$ cat src/rtl/demux_1in_4out_seq.sv
// demux_1in_4out_seq
//   Registered 1:4 stream demultiplexer with valid/ready handshakes. Each input
//   word goes to one of four single-entry output registers, picked either by
//   in_sel (directed mode) or by a round-robin pointer (sequence mode).
//   Optional feature macro: DEMUX_CNT_EN adds cnt_clr/cnt, which hold one
//   delivered-word counter per channel.
module demux_1in_4out_seq #(
    parameter int DATA_W = 8,
    parameter int CNT_W  = 8
) (
    input  logic                clk,
    input  logic                rst_n,
`ifdef DEMUX_CNT_EN
    input  logic                cnt_clr,
    output logic [4*CNT_W-1:0]  cnt,
`endif
    input  logic [DATA_W-1:0]   in_data,
    input  logic [1:0]          in_sel,
    input  logic                in_valid,
    output logic                in_ready,
    input  logic                seq_mode,
    output logic [4*DATA_W-1:0] out_data,
    output logic [3:0]          out_valid,
    input  logic [3:0]          out_ready
);

    logic [1:0] ptr_q;
    logic [1:0] ptr_d;
    logic [1:0] tgt;
    logic       accept;

    // The target is combinational, so a mode change takes effect in the same cycle.
    assign tgt      = seq_mode ? ptr_q : in_sel;
    // A channel can take a word if it is empty or is being emptied this cycle.
    assign in_ready = ~out_valid[tgt] | out_ready[tgt];
    assign accept   = in_valid & in_ready;

    // The round-robin pointer advances only on sequence-mode accepts and never skips a busy channel.
    always_comb begin
        ptr_d = ptr_q;
        if (accept && seq_mode) begin
            ptr_d = ptr_q + 2'd1;
        end
    end

    // Pointer register.
    always_ff @(posedge clk or negedge rst_n) begin
        if (!rst_n) begin
            ptr_q <= 2'd0;
        end else begin
            ptr_q <= ptr_d;
        end
    end

    genvar gi;
    generate
        for (gi = 0; gi < 4; gi++) begin : g_chan
            logic              load;
            logic              drain;
            logic              valid_q;
            logic              valid_d;
            logic [DATA_W-1:0] data_q;
            logic [DATA_W-1:0] data_d;

            assign load  = accept & (tgt == 2'(gi));
            assign drain = valid_q & out_ready[gi];

            // A load wins over a drain, which keeps one word per clock flowing through a channel.
            // The data stays put after a drain so consumers see a stable bus.
            always_comb begin
                valid_d = valid_q;
                data_d  = data_q;
                if (load) begin
                    valid_d = 1'b1;
                    data_d  = in_data;
                end else if (drain) begin
                    valid_d = 1'b0;
                end
            end

            // Output holding register for this channel.
            always_ff @(posedge clk or negedge rst_n) begin
                if (!rst_n) begin
                    valid_q <= 1'b0;
                    data_q  <= '0;
                end else begin
                    valid_q <= valid_d;
                    data_q  <= data_d;
                end
            end

            assign out_valid[gi]                   = valid_q;
            assign out_data[gi*DATA_W +: DATA_W]   = data_q;

`ifdef DEMUX_CNT_EN
            logic [CNT_W-1:0] cnt_q;
            logic [CNT_W-1:0] cnt_d;

            // Count each delivered word; wrapping is natural. A clear beats an increment.
            always_comb begin
                cnt_d = cnt_q;
                if (cnt_clr) begin
                    cnt_d = '0;
                end else if (drain) begin
                    cnt_d = cnt_q + 1'b1;
                end
            end

            // Delivered-word counter register.
            always_ff @(posedge clk or negedge rst_n) begin
                if (!rst_n) begin
                    cnt_q <= '0;
                end else begin
                    cnt_q <= cnt_d;
                end
            end

            assign cnt[gi*CNT_W +: CNT_W] = cnt_q;
`endif
        end
    endgenerate

endmodule

$ cat config.mk
export PLATFORM = sky130hd
export DESIGN_NAME = demux_1in_4out_seq
export DESIGN_NICKNAME = d
export VERILOG_FILES = /design/src/rtl/demux_1in_4out_seq.sv
export SDC_FILE = /design/constraint.sdc
export NUM_CORES = 1
export LEC_CHECK = 0
export ABC_AREA = 1
export BUFFER_PORTS_ARGS = -buffer_cell sky130_fd_sc_hd__buf_2
export CAP_MARGIN = 20
export CORE_UTILIZATION = 50
export CTS_CLUSTER_DIAMETER = 60
export DETAILED_ROUTE_END_ITERATION = 6
export PLACE_DENSITY = 0.84
export SLEW_MARGIN = 0
export SYNTH_ARGS = -nofsm -noshare
export SYNTH_HDL_FRONTEND = slang
export SYNTH_SLANG_ARGS = --single-unit
$ cat constraint.sdc
create_clock -name clk -period 1.9 [get_ports clk]
set_clock_uncertainty 0.15 [all_clocks]
set_input_delay 0.19 -clock clk [delete_from_list [all_inputs] [get_ports clk]]
set_output_delay 0.19 -clock clk [all_outputs]
set_load 0.02 [all_outputs]
==> impl_metrics.ini <==
[cts]
cts_sinks = 38
path_clk_slew_ns = 0.11
htree_levels = 2
root_buffer = clkbuf_4
clock_latency_ns = 0.34
cts_made_buffers = 5
cts_tree = yes
clockBufferDepth = 2

[logic_synthesis]
ys_seq_elements = 38
yosys.area_share.adder = 0
ys_warn_count = 0
ys_seq_area_frac = 0.538
postSynthCellCount = 200
yosysUniqueCellTypes = 18
netlist_area_sq_um = 1770
synth_top_family_by_area = simple AND/OR/NAND/NOR gates
synthSimpleGateAreaFrac = 0.374
synthXorXnorAreaFrac = 0.00495
synth.area.mux_share = 0
syn-num-nets = 218
syn_area_per_cell_sq_um = 8.84
synth-compound-area-share = 0.0191

[critical_path]
path_class = reg2out
cp.required_ns = 1.56
crit-reg2reg-capture = g_chan[1].data_q[0]
crit_path_max_fanout = 8
setup.worst_path.end = in_ready
critical_path.startpoint = ptr_q[0]
critPathLaunchType = flip-flop
rr_startpoint = ptr_q[0]
rr_worst_depth = 12
end_kind = output port
reg2reg_setup_slack_ns = 0.12
arrival_ns = 1.49

[layout]
final_common_cell = nand2_1
area_growth_pct = 31.8
diodes = 0
fin_nets = 289
multi_input_area_sq_um = 719
seq_area_sq_um = 951
instances_no_fill = 318
fill_cells = 280
final_layout_size_suffix_gt1_frac = 0.327
final_area_sq_um = 2330
final_cell_mix = nand2_1 (81), buf_2 (53), dfrtp_1 (38), nand4_1 (34), dlygate4sd3_1 (12)
finish.utilization = 0.693

[timing]
period_minus_slack_ns = 1.83
hold_ws_ns = 0.0229
finalSetupViolations = 0
slew_headroom = 0.616
hold_viol_final = 0
worstMarginPinSlew_ns = 0.576
finalCritPeriodShare = 0.962
rsz0062_at_grt = yes
fmax_mhz = 547
maxSlewViolCount = 0

[pwr]
total_power_uw = 3520
power_switching_share = 0.448
power_switching_uw = 1580
irDropWorstVdd_mv = 0.768
p_int_uw = 1940
powerDensity_nw_per_um2 = 1510
clkPwrFrac = 0.124
p_leak_uw = 0.00127
power_frac_comb = 0.487
p_seq_frac = 0.389

[global_route]
gr-total-overflow = 0
grt_pass1_vias = 1422
grt_antenna_before_repair = 0
grt_pass1_wl_um = 6530
grt_max_degree = 39
track_usage = 0.244

[run]
cap_violations = 0

[route]
vias = 1674
firstDrtPassIters = 4
finalWirelength_um = 4420
ant_nets = 0
viasPerCell = 5.26
drcViolationCount = 0
routedWlPerCell_um = 13.9
initialDrtViolationCount = 110

[floorplan]
row_count = 21
start_util = 0.526
core-area_sq_um = 3360
die_h_um = 61.5
die-area_sq_um = 3780
pin_count = 55
die_w_um = 61.5

[outcome]
status = finished clean

[place]
dp_cells = 293
placed_area_sq_um = 2090
place_congestion = 0.881
portBuffers = 54
dp_hpwl_um = 2900

[hold_path]
hp-class = in2reg
## worst min path at each step
| stage | end | slack (ns) | depth (start not counted) | start |
|---|---|---|---|---|
| 6_report | g_chan[2].data_q[0] | 0.02 | 3 | in_data[0] |
| 3_3_place_gp | g_chan[2].data_q[3] | 0.11 | 2 | rst_n |
| 4_1_cts | ptr_q[1] | 0.01 | 3 | seq_mode |
| 5_1_grt | g_chan[0].data_q[0] | 0.01 | 3 | in_data[0] |
| 3_5_place_dp | g_chan[2].data_q[2] | 0.11 | 2 | rst_n |
| 2_1_floorplan | g_chan[0].data_q[0] | -0.26 | 0 | rst_n |
## power groups by stage
stage | clock network (uW) | registers, uW | logic [uW]
3_5_place_dp | 0 | 1380 | 1580
3_3_place_gp | 0 | 1380 | 1540
6_report | 438 | 1370 | 1710
5_1_grt | 486 | 1410 | 1880
2_1_floorplan | 0 | 1790 | 643
4_1_cts | 448 | 1360 | 1660
## final cells by class
class	count	area share
clock buffers	6	0.0220
clock inverters	2	0.00537
inverters	11	0.0177
multi-input cells	139	0.309
flip-flops and latches	38	0.408
well taps	46	0.0247
repair buffers	76	0.213
## flip-flops by register name, indices dropped and copies added (netlist names)
name and flops:
g_chan.data_q 32, g_chan.valid_q 4, ptr_q 2
## stage by stage
step | setup TNS [ns] | setup WS (ns)
floorplan | 0 | 0.366
global placement | 0 | 0.220
detailed placement | 0 | 0.156
CTS | 0 | 0.0308
global route | -0.174 | -0.0312
finish | 0 | 0.0727
## cell usage after synthesis, drive strengths merged
cell,n,area [sq um]
clkinv,2,7.51
nor2,2,12.5
nand3,8,90.1
buf,9,61.3
nand2,88,345
inv,9,33.8
clkbuf,3,11.3
xor2,1,8.76
o21ai,6,33.8
dfrtp,38,951
nand4,34,213
## what timing repair did
action,CTS,global route
hold endpoints to repair,62,0
pin swaps,1,2
resized for setup,3,6
buffers inserted,3,3
hold buffers,12,0
endpoints found under the setup margin,1,34
## kinds of logic after synthesis
group           Yosys count
simple gates            132
xor+xnor                  1
compound gates            6
flops                    38
buf+inv                  23
## per-layer routing
layer  vias to the layer above  part of all wire  GRT usage
met1                       763              0.42      0.310
met5                         -                 0          0
met3                        14             0.067     0.0504
met2                        82              0.49      0.379
met4                         0             0.024      0.159
li1                        815                 -          -
## worst max-delay path, cell delays in order, from the launching register on
cell	delay, ns
dfrtp_1	0.41
nand2_2	0.11
nand2_4	0.09
nand2_1	0.07
nand2_1	0.05
nand2_1	0.05
nand2_1	0.06
inv_2	0.06
nand2_4	0.10
buf_6	0.15
No activity file was read; power rests on OpenSTA's default activity.
